File: config.mk
export PLATFORM = sky130hd
export DESIGN_NAME = muldiv_unit
export DESIGN_NICKNAME = d
export VERILOG_FILES = /design/src/rtl/muldiv_pkg.sv /design/src/rtl/muldiv_step.sv /design/src/rtl/muldiv_unit.sv
export SDC_FILE = /design/constraint.sdc
export NUM_CORES = 1
export LEC_CHECK = 0
export BUFFER_PORTS_ARGS = -buffer_cell sky130_fd_sc_hd__buf_4
export CAP_MARGIN = 10
export CORE_ASPECT_RATIO = 1.25
export CORE_MARGIN = 3
export CORE_UTILIZATION = 55
export DETAILED_ROUTE_END_ITERATION = 8
export PLACE_DENSITY = 0.73
export REMOVE_ABC_BUFFERS = 1
export SETUP_SLACK_MARGIN = 0.2
export SLEW_MARGIN = 40
export SYNTH_ARGS = -nofsm -noshare
export SYNTH_HDL_FRONTEND = slang
export SYNTH_HIERARCHICAL = 1
export SYNTH_SLANG_ARGS = --single-unit
File: constraint.sdc
create_clock -name clk -period 7.2 [get_ports clk]
set_input_delay 1.44 -clock clk [delete_from_list [all_inputs] [get_ports clk]]
set_output_delay 1.44 -clock clk [all_outputs]
set_load 0.01 [all_outputs]
File: src/rtl/muldiv_pkg.sv
// Shared definitions for the iterative multiply/divide unit: op codes, state
// encoding and the sign-fixup helper.
package muldiv_pkg;

  localparam int XLEN = 32;
  localparam int ITER = 32;

  localparam logic [1:0] MD_GRP    = 2'b10;
  localparam logic [2:0] MD_MUL    = 3'b000;
  localparam logic [2:0] MD_MULH   = 3'b001;
  localparam logic [2:0] MD_MULHSU = 3'b010;
  localparam logic [2:0] MD_MULHU  = 3'b011;
  localparam logic [2:0] MD_DIV    = 3'b100;
  localparam logic [2:0] MD_DIVU   = 3'b101;
  localparam logic [2:0] MD_REM    = 3'b110;
  localparam logic [2:0] MD_REMU   = 3'b111;

  typedef enum logic [1:0] {
    ST_IDLE,
    ST_MUL,
    ST_DIV,
    ST_DONE
  } md_state_e;

  function automatic logic [2*XLEN-1:0] neg_if(input logic [2*XLEN-1:0] v, input logic en);
    return en ? (~v + 1'b1) : v;
  endfunction

endpackage

File: src/rtl/muldiv_step.sv
// One combinational iteration on {hi, lo}: radix-2 shift-add (multiply) or
// restoring shift-subtract (divide). Zero latency, no flow control.
module muldiv_step
  import muldiv_pkg::*;
(
  input  logic            div_mode_i,
  input  logic [XLEN-1:0] hi_i,
  input  logic [XLEN-1:0] lo_i,
  input  logic [XLEN-1:0] opnd_i,
  output logic [XLEN-1:0] hi_o,
  output logic [XLEN-1:0] lo_o
);

  logic [XLEN:0] sum;
  logic [XLEN:0] rem_sh;
  logic [XLEN:0] diff;

  always_comb begin
    sum    = {1'b0, hi_i} + (lo_i[0] ? {1'b0, opnd_i} : '0);
    rem_sh = {hi_i, lo_i[XLEN-1]};
    diff   = rem_sh - {1'b0, opnd_i};
    hi_o   = sum[XLEN:1];
    lo_o   = {sum[0], lo_i[XLEN-1:1]};
    if (div_mode_i) begin
      // A clear borrow bit means the divisor fit: keep the difference, quotient bit 1.
      hi_o = diff[XLEN] ? rem_sh[XLEN-1:0] : diff[XLEN-1:0];
      lo_o = {lo_i[XLEN-2:0], ~diff[XLEN]};
    end
  end

endmodule

File: src/rtl/muldiv_unit.sv
// Iterative M-extension unit: 32-cycle mul/div, special-case div in 1 cycle.
// Stalls the pipeline with busy; starts while busy are dropped, kill aborts.
module muldiv_unit
  import muldiv_pkg::*;
(
  input  logic            clk,
  input  logic            rst,
  input  logic            start,
  input  logic [4:0]      alu_op,
  input  logic [XLEN-1:0] alu_a,
  input  logic [XLEN-1:0] alu_b,
  input  logic            kill,
  output logic            busy,
  output logic            done,
  output logic [XLEN-1:0] result
);

  md_state_e       state_q, state_d;
  logic [4:0]      cnt_q, cnt_d;
  logic [XLEN-1:0] hi_q, hi_d, lo_q, lo_d, opnd_q, opnd_d, result_q, result_d;
  logic [2:0]      op_q, op_d;
  logic            neg_q, neg_d, rneg_q, rneg_d, spec_q, spec_d;

  logic [XLEN-1:0]   step_hi, step_lo, mag_a, mag_b;
  logic [2*XLEN-1:0] prod;
  logic              sa, sb, div_zero, div_ovf;

  muldiv_step u_step (
    .div_mode_i (state_q == ST_DIV),
    .hi_i       (hi_q),
    .lo_i       (lo_q),
    .opnd_i     (opnd_q),
    .hi_o       (step_hi),
    .lo_o       (step_lo)
  );

  always_comb begin
    state_d  = state_q;
    cnt_d    = cnt_q;
    hi_d     = hi_q;
    lo_d     = lo_q;
    opnd_d   = opnd_q;
    op_d     = op_q;
    neg_d    = neg_q;
    rneg_d   = rneg_q;
    spec_d   = spec_q;
    result_d = result_q;

    sa = alu_a[XLEN-1] && (alu_op[2:0] != MD_MULHU) && (alu_op[2:0] != MD_DIVU)
                       && (alu_op[2:0] != MD_REMU);
    sb = alu_b[XLEN-1] && ((alu_op[2:0] == MD_MUL) || (alu_op[2:0] == MD_MULH)
                       ||  (alu_op[2:0] == MD_DIV) || (alu_op[2:0] == MD_REM));
    mag_a    = XLEN'(neg_if({{XLEN{1'b0}}, alu_a}, sa));
    mag_b    = XLEN'(neg_if({{XLEN{1'b0}}, alu_b}, sb));
    div_zero = (alu_b == '0);
    div_ovf  = ((alu_op[2:0] == MD_DIV) || (alu_op[2:0] == MD_REM))
               && (alu_a == 32'h8000_0000) && (alu_b == 32'hFFFF_FFFF);
    prod     = neg_if({step_hi, step_lo}, neg_q);

    if (kill) begin
      state_d = ST_IDLE;
    end else begin
      case (state_q)
        ST_IDLE, ST_DONE: begin
          state_d = ST_IDLE;
          if (start && (alu_op[4:3] == MD_GRP)) begin
            op_d   = alu_op[2:0];
            neg_d  = sa ^ sb;
            rneg_d = sa;
            cnt_d  = '0;
            hi_d   = '0;
            spec_d = 1'b0;
            if (!alu_op[2]) begin
              state_d = ST_MUL;
              lo_d    = mag_b;
              opnd_d  = mag_a;
            end else begin
              state_d = ST_DIV;
              lo_d    = mag_a;
              opnd_d  = mag_b;
              // Special cases park their final answer in lo and skip iteration.
              if (div_zero) begin
                spec_d = 1'b1;
                lo_d   = alu_op[1] ? alu_a : '1;
              end else if (div_ovf) begin
                spec_d = 1'b1;
                lo_d   = alu_op[1] ? '0 : 32'h8000_0000;
              end
            end
          end
        end
        ST_MUL, ST_DIV: begin
          if (spec_q) begin
            result_d = lo_q;
            state_d  = ST_DONE;
          end else begin
            hi_d  = step_hi;
            lo_d  = step_lo;
            cnt_d = cnt_q + 5'd1;
            if (cnt_q == 5'(ITER - 1)) begin
              state_d = ST_DONE;
              case (op_q)
                MD_MUL:                       result_d = prod[XLEN-1:0];
                MD_MULH, MD_MULHSU, MD_MULHU: result_d = prod[2*XLEN-1:XLEN];
                MD_DIV, MD_DIVU:              result_d = XLEN'(neg_if({{XLEN{1'b0}}, step_lo}, neg_q));
                default:                      result_d = XLEN'(neg_if({{XLEN{1'b0}}, step_hi}, rneg_q));
              endcase
            end
          end
        end
        default: state_d = ST_IDLE;
      endcase
    end
  end

  always_ff @(posedge clk or posedge rst) begin
    if (rst) begin
      state_q  <= ST_IDLE;
      cnt_q    <= '0;
      hi_q     <= '0;
      lo_q     <= '0;
      opnd_q   <= '0;
      op_q     <= '0;
      neg_q    <= 1'b0;
      rneg_q   <= 1'b0;
      spec_q   <= 1'b0;
      result_q <= '0;
    end else begin
      state_q  <= state_d;
      cnt_q    <= cnt_d;
      hi_q     <= hi_d;
      lo_q     <= lo_d;
      opnd_q   <= opnd_d;
      op_q     <= op_d;
      neg_q    <= neg_d;
      rneg_q   <= rneg_d;
      spec_q   <= spec_d;
      result_q <= result_d;
    end
  end

  assign busy   = (state_q == ST_MUL) || (state_q == ST_DIV);
  assign done   = (state_q == ST_DONE);
  assign result = result_q;

endmodule

---- Word level (Yosys, flattened, before mapping) ----
Index checks and enable logic that the tools add are counted.
cells by class
  add/sub/neg operators ................... 8
  bitwise gates (word level) .............. 8
  muxes and demuxes ....................... 36
  order comparisons ....................... 0
  shift operators ......................... 0
  reductions and logical operators ........ 24
  $mul .................................... 0
  div/mod/pow operators ................... 0
  eq/ne operators ......................... 21
operator list
  operator                 number
  $mux W32                 20
  $add A32 B1 Y32 const B  4
  $not A32 Y32             4
  $pmux W32 S2             2
  $pmux W32 S3             1
  $add A64 B1 Y64 const B  1
  $eq A32 B32 Y1 const B   2
  $mux W64                 1
  $not A64 Y64             1
  $add A32 B33 Y33         1
  $sub A33 B32 Y33         1
  $logic_not A32 Y1        1
  $eq A3 B3 Y1 const B     4
  $mux W2                  5
  $mux W5                  2
  $pmux W5 S2              1
  $reduce_and A3 Y1        3
  $logic_and A1 B1 Y1      7
  $eq A2 B2 Y1 const B     3
  $eq A3 B1 Y1 const B     2
  $eq A3 B2 Y1 const B     2
  $logic_not A3 Y1         2
  $ne A3 B3 Y1 const B     2
  $reduce_or A2 Y1         3
  other kinds (14)         22
storage, ports and cells
  logic and storage cells ................. 107
  flip-flop bits (word level) ............. 141
  memory bits (writable) .................. 0
  memory bits (read-only) ................. 0
  bits in latches ......................... 0
  output and inout bits ................... 34
  memories kept ........................... 0

---- Logic depth before layout (Yosys ltp) ----
  word-level depth ........................ 10
  depth in mapped cells ................... 22

---- Modules after synthesis ----
The synthesis kept the hierarchy.
modules (own cells, without submodules)
  module       instances  cells an instance  area an instance (um2)
  muldiv_unit  1          1573               11947.7
  muldiv_step  1          652                4525.6

---- Worst setup path before layout ----
Ideal clock, no wire load.
  path type ............................... register to register
  from .................................... register lo_q[31]
  to ...................................... register result_q[18] (netlist: result[18])
  library setup time ...................... 0.120 ns
  cell stages (with the launch flop) ...... 22
  path slack .............................. 2.336 ns
  clock period less this slack ............ 4.864 ns
  arrival time ............................ 4.744 ns
  required time ........................... 7.080 ns
  cell sequence ........................... dfrtp_1 inv_1 ha_1 fa_1 nand2b_1 a21o_1 a211oi_1 a31oi_1 o21ai_1 a21oi_1 a31oi_1 xnor2_1 buf_2 mux2i_1 a21oi_1 clkbuf_1 nor3b_2 nand4_1 or4_1 mux2i_1 a21oi_1 a31o_2
between the ends
  word-level cells in the longest chain between the ends .. 9
  elaborated cells between the ends (all ways) .. 17
  classes of those cells .................. add/sub: 4; mux: 9; bitwise: 4
ends and longest elaborated chain
  what                                                       line                RTL
  start: declaration                                         muldiv_unit.sv:20   logic [XLEN-1:0] hi_q, hi_d, lo_q, lo_d, opnd_q, opnd_d, result_q, result_d;
  start signal: assignment                                   muldiv_unit.sv:132  lo_q <= lo_d;
  $sub A33 B32 Y33 *                                         muldiv_step.sv:21   diff = rem_sh - {1'b0, opnd_i};
  $mux W32 *                                                 muldiv_step.sv:26   hi_o = diff[XLEN] ? rem_sh[XLEN-1:0] : diff[XLEN-1:0];
  $mux W32 *                                                 muldiv_step.sv:24   if (div_mode_i) begin
  named net step_hi[3]                                       muldiv_unit.sv:24   logic [XLEN-1:0] step_hi, step_lo, mag_a, mag_b;
  $not A64 Y64 / $not A32 Y32 (equally long branches)        muldiv_pkg.sv:26    return en ? (~v + 1'b1) : v;
  $add A64 B1 Y64 / $add A32 B1 Y32 (equally long branches)  muldiv_pkg.sv:26
  $mux W64 / $mux W32 (equally long branches)                muldiv_pkg.sv:26
  $pmux W32 S3 *                                             muldiv_unit.sv:102  case (op_q)
  $mux W32 *                                                 muldiv_unit.sv:100  if (cnt_q == 5'(ITER - 1)) begin
  $mux W32 *                                                 muldiv_unit.sv:93   if (spec_q) begin
  end signal: assignment                                     muldiv_unit.sv:138  result_q <= result_d;
  end: declaration                                           muldiv_unit.sv:20
Mark *: on every way through the listed nets, which the timed path passes. The rest lies on a longest branch. The select of a mux whose other input is x is not followed.
A chain may end at the register's enable or synchronous reset.

---- Worst setup path in the final report ----
  from .................................... register lo_q[31]
  to ...................................... register result_q[30] (netlist: result[30])
between the ends
  word-level cells in the longest chain between the ends .. 9
  elaborated cells between the ends (all ways) .. 17
  classes of those cells .................. add/sub: 4; mux: 9; bitwise: 4
ends and longest elaborated chain
  what                                                       line
  $sub A33 B32 Y33                                           muldiv_step.sv:21
  $mux W32 *                                                 muldiv_step.sv:26
  $mux W32 *                                                 muldiv_step.sv:24
  named net step_hi[0]                                       muldiv_unit.sv:24
  $not A64 Y64 / $not A32 Y32 (equally long branches)        muldiv_pkg.sv:26
  $add A64 B1 Y64 / $add A32 B1 Y32 (equally long branches)  muldiv_pkg.sv:26
  $mux W64 / $mux W32 (equally long branches)                muldiv_pkg.sv:26
  $pmux W32 S3 *                                             muldiv_unit.sv:102
  $mux W32 *                                                 muldiv_unit.sv:100
  $mux W32 *                                                 muldiv_unit.sv:93
Marked as above.

==> metrics.md <==
| Metric | Value |
|---|---|
| Placement Rows | 70 |
| Final period util | 0.870 |
| Starting Density | 0.560 |
| Setup TNS | 0 ns |
| Worst skew pair latency | 0.44 ns |
| Layout Skew | 0.0148 ns |
| Post-layout util | 0.621 |
| Logic pwr share | 0.728 |
| Number of top-level pins | 107 |
| Crit-path max FO | 33 |
| IO Port Bufs | 106 |
| Post-CTS setup buffer count | 0 |
| Leak pwr | 7.72 nW |
| Async SR Flop Fraction | 1.00 |
| 1st-iter DRT viols | 2559 |
| First-pass GRT wire length | 108000 µm |
| Placed cells | 2614 |
| Fill count | 2760 |
| Share of cells above drive strength 1 | 0.124 |
| Switch Pwr | 5.60 mW |
| DP Worst Slack | 1.10 ns |
| Share of the synthesized area in the top cell type | 0.214 |
| RR Endpoint | result[30] |
| CTS HTree Levels | 4 |
| Die height | 199 µm |
| Synth cell types | 84 |
| CP startpoint kind | flop |
| GRT Resource Usage Total | 0.435 |
| Pwr Density | 534 nW/µm² |
| TritonCTS Buffers | 17 |
| Initial antenna violation count | 2 |
| Min-delay worst type | reg2reg |
| Die X | 161 µm |
| Simple-Gate Fraction of Synth Area | 0.248 |
| Clock power frac | 0.104 |
| Mux contribution to synthesized area | 0.0605 |
| Syn avg cell area | 7.40 µm² |
| Design area | 18300 µm² |
| Dominant cells by area after synthesis | dfrtp_1, o21ai_0, xnor2_1 |
| Final #Nets | 2386 |
| Vias/cell | 7.16 |
| Reg2reg start | lo_q[31] |
| FF-to-FF path depth | 21 |
| Setup ws final | 0.938 ns |
| Top_reg_cell synth | dfrtp_1 |
| Mapped Cells | 2225 |
| Adder-Cell Fraction of Synth Area | 0.0579 |
| DR vias | 19.0k |
| RSZ-0062 raised after global routing | no |
| Setup crit end kind | flop |
| Clock root buffer | clkbuf_16 |
| Clock sinks | 141 |
| WP data arrival | 6.58 ns |
| Post-synth EDFFs | 0 |
| Hold path cells | 1 |
| FMAX | 0.160 GHz |
| Resized cells post-CTS | 0 |
| Setup CP Type | reg2reg |
| Max_slew headroom | 0.386 |
| Max cap viols | 0 |
| Largest net degree at the start of global routing | 77 |
| Register share of total power | 0.168 |
| Yosys warning total | 6 |
| Clock transition at path regs | 0.08 ns |
| Min Tclk post-route | 6.26 ns |
| CTS Hold Bufs | 0 |
| Core footprint | 29400 µm² |
| Switching fraction of total power | 0.574 |
| Slew Viols, Final | 0 |
| Post-DRT Antenna Nets | 0 |
| Measured slew at the worst slew-check pin | 0.921 ns |
| DR DRC count | 0 |
| Non-Filler Instances | 2649 |
| Placed cell areas | 17600 µm² |
| #FFs+latches synth | 141 |
| R2R setup slack | 0.94 ns |
| Main combinational cell family by area after synthesis | compound AO/OA/AOI/OAI gates |
| Mapped cell area | 16500 µm² |
| Post-DP HPWL | 54900 µm |
| Seq/Total Area, Yosys | 0.214 |
| Final GP Congestion | 1.02 |
| Clock buffer depth | 2 |
| Hold_sp | cnt_q[3] |
| Internal | 4.17 mW |
| GRT overflow | 0 |
| Endpoints failing hold | 0 |
| Worst path required time | 7.52 ns |
| Worst VDD drop | 216 µV |
| Post-synthesis compound-gate area fraction | 0.280 |
| Yosys top cell by area | dfrtp_1 |
| Area Overhead vs Synth | 11.0% |
| Final setup vio count | 0 |
| Die Area | 32100 µm² |
| Hold endpoint | cnt_q[3] |
| DRT Pass-1 Iters | 8 |
| Vias in the first global route | 17.9k |
| Post-Route WL | 71900 µm |
| Post-synthesis xor/xnor area fraction | 0.0824 |
| Outcome | completed |
| Drt wl/cell | 27.2 µm |
| TritonCTS clock tree | done |
==> state kept, by name, summed over array words and instances (netlist names) <==
register / flops
op_q: 3
hi_q: 32
state_q: 2
lo_q: 32
neg_q: 1
spec_q: 1
cnt_q: 5
opnd_q: 32
result: 32
rneg_q: 1
==> critical path, cell delays in order, from the launching register on <==
cell and delay (ns):
dfrtp_1 0.42, inv_1 0.10, ha_1 0.21, fa_1 0.24
nand2b_1 0.15, a21o_1 0.14, a211oi_1 0.07, a31oi_1 0.50
o21ai_1 0.20, a21oi_1 0.22, a31oi_1 0.15, xnor2_2 0.60
buf_12 0.31, o311ai_1 0.22, inv_1 0.20, ha_1 0.24
nor3b_2 0.51, nand4_1 0.61, o41ai_1 0.57, xnor2_1 0.11
o21ai_0 0.23, a2bb2oi_1 0.10
==> per-layer routing <==
layer | vias to the layer above | wire [µm] | global-route usage | part of all wire
li1 | 8301 | - | - | -
met1 | 8844 | 26800 | 0.546 | 0.37
met2 | 1440 | 31700 | 0.688 | 0.44
met3 | 381 | 8230 | 0.0943 | 0.11
met4 | 0 | 5210 | 0.266 | 0.072
met5 | - | 0 | 0 | 0
==> metrics by stage <==
stage / power, mW / hold WS, ns
after floorplan: 6.01 / 0.443
after global placement: 8.27 / 0.462
after detailed placement: 8.37 / 0.477
after CTS: 9.40 / 0.481
after global routing: 10.2 / 0.520
final: 9.77 / 0.492
==> synth_stat cells (all sizes together) (46+ instances only) <==
cell,instances
mux2i,59
a21oi,179
o21ai,196
inv,79
xor2,49
dfrtp,141
nand2,226
nor3,71
xnor2,106
clkbuf,141
nor4,56
nor2,148
a31oi,46
ha,73
==> layout by cell type (no fill, tap or decap), types with 69 or more instances in the layout <==
cell type | Yosys | final
buf_4 | 0 | 151
ha_1 | 73 | 72
a21oi_1 | 178 | 174
o21ai_0 | 186 | 186
nor2_1 | 148 | 144
nor3_1 | 70 | 69
dfrtp_1 | 141 | 141
xnor2_1 | 106 | 105
nand2_1 | 226 | 224
inv_1 | 78 | 77
==> cell families (layout without fill, tap and decap cells) <==
| group | count (synthesis) | count (layout) |
|---|---|---|
| buffers and inverters | 241 | 267 |
| and+or+nand+nor | 804 | 804 |
| DFF | 141 | 141 |
| AOI/OAI and AO/OA | 714 | 714 |
| adders and majority gates | 75 | 75 |
| muxes | 95 | 95 |
| xor gates and xnor gates | 155 | 155 |
| other | 0 | 2 |
==> worst max path at each step <==
stage,from,end,slack (ns),cells after the start
after floorplan,hi_q[10],result[21],0.25,16
after global placement,opnd_q[0],result[20],1.32,19
after detailed placement,lo_q[31],result[30],1.10,21
after CTS,lo_q[31],result[20],1.07,20
after global routing,lo_q[31],result[20],0.55,20
final,lo_q[31],result[30],0.94,21
==> power groups by stage <==
stage	combinational [mW]	sequential (mW)	clock (mW)
6_report	7.11	1.64	1.01
5_1_grt	7.53	1.66	1.05
2_1_floorplan	4.58	1.42	0
3_3_place_gp	6.68	1.60	0
3_5_place_dp	6.76	1.61	0
4_1_cts	6.79	1.60	1.01
==> layout make-up <==
cell class | count | area [µm²] | share of cell area
clock buffers | 17 | 425 | 0.0233
repair buffers | 154 | 1180 | 0.0648
diodes | 2 | 5.00 | 0.000274
inverters | 81 | 309 | 0.0169
clock inverters | 15 | 215 | 0.0118
well taps | 396 | 495 | 0.0271
flip-flops and latches | 141 | 3530 | 0.193
multi-input cells | 1843 | 12100 | 0.663
Power figures use the tool's default switching activity.
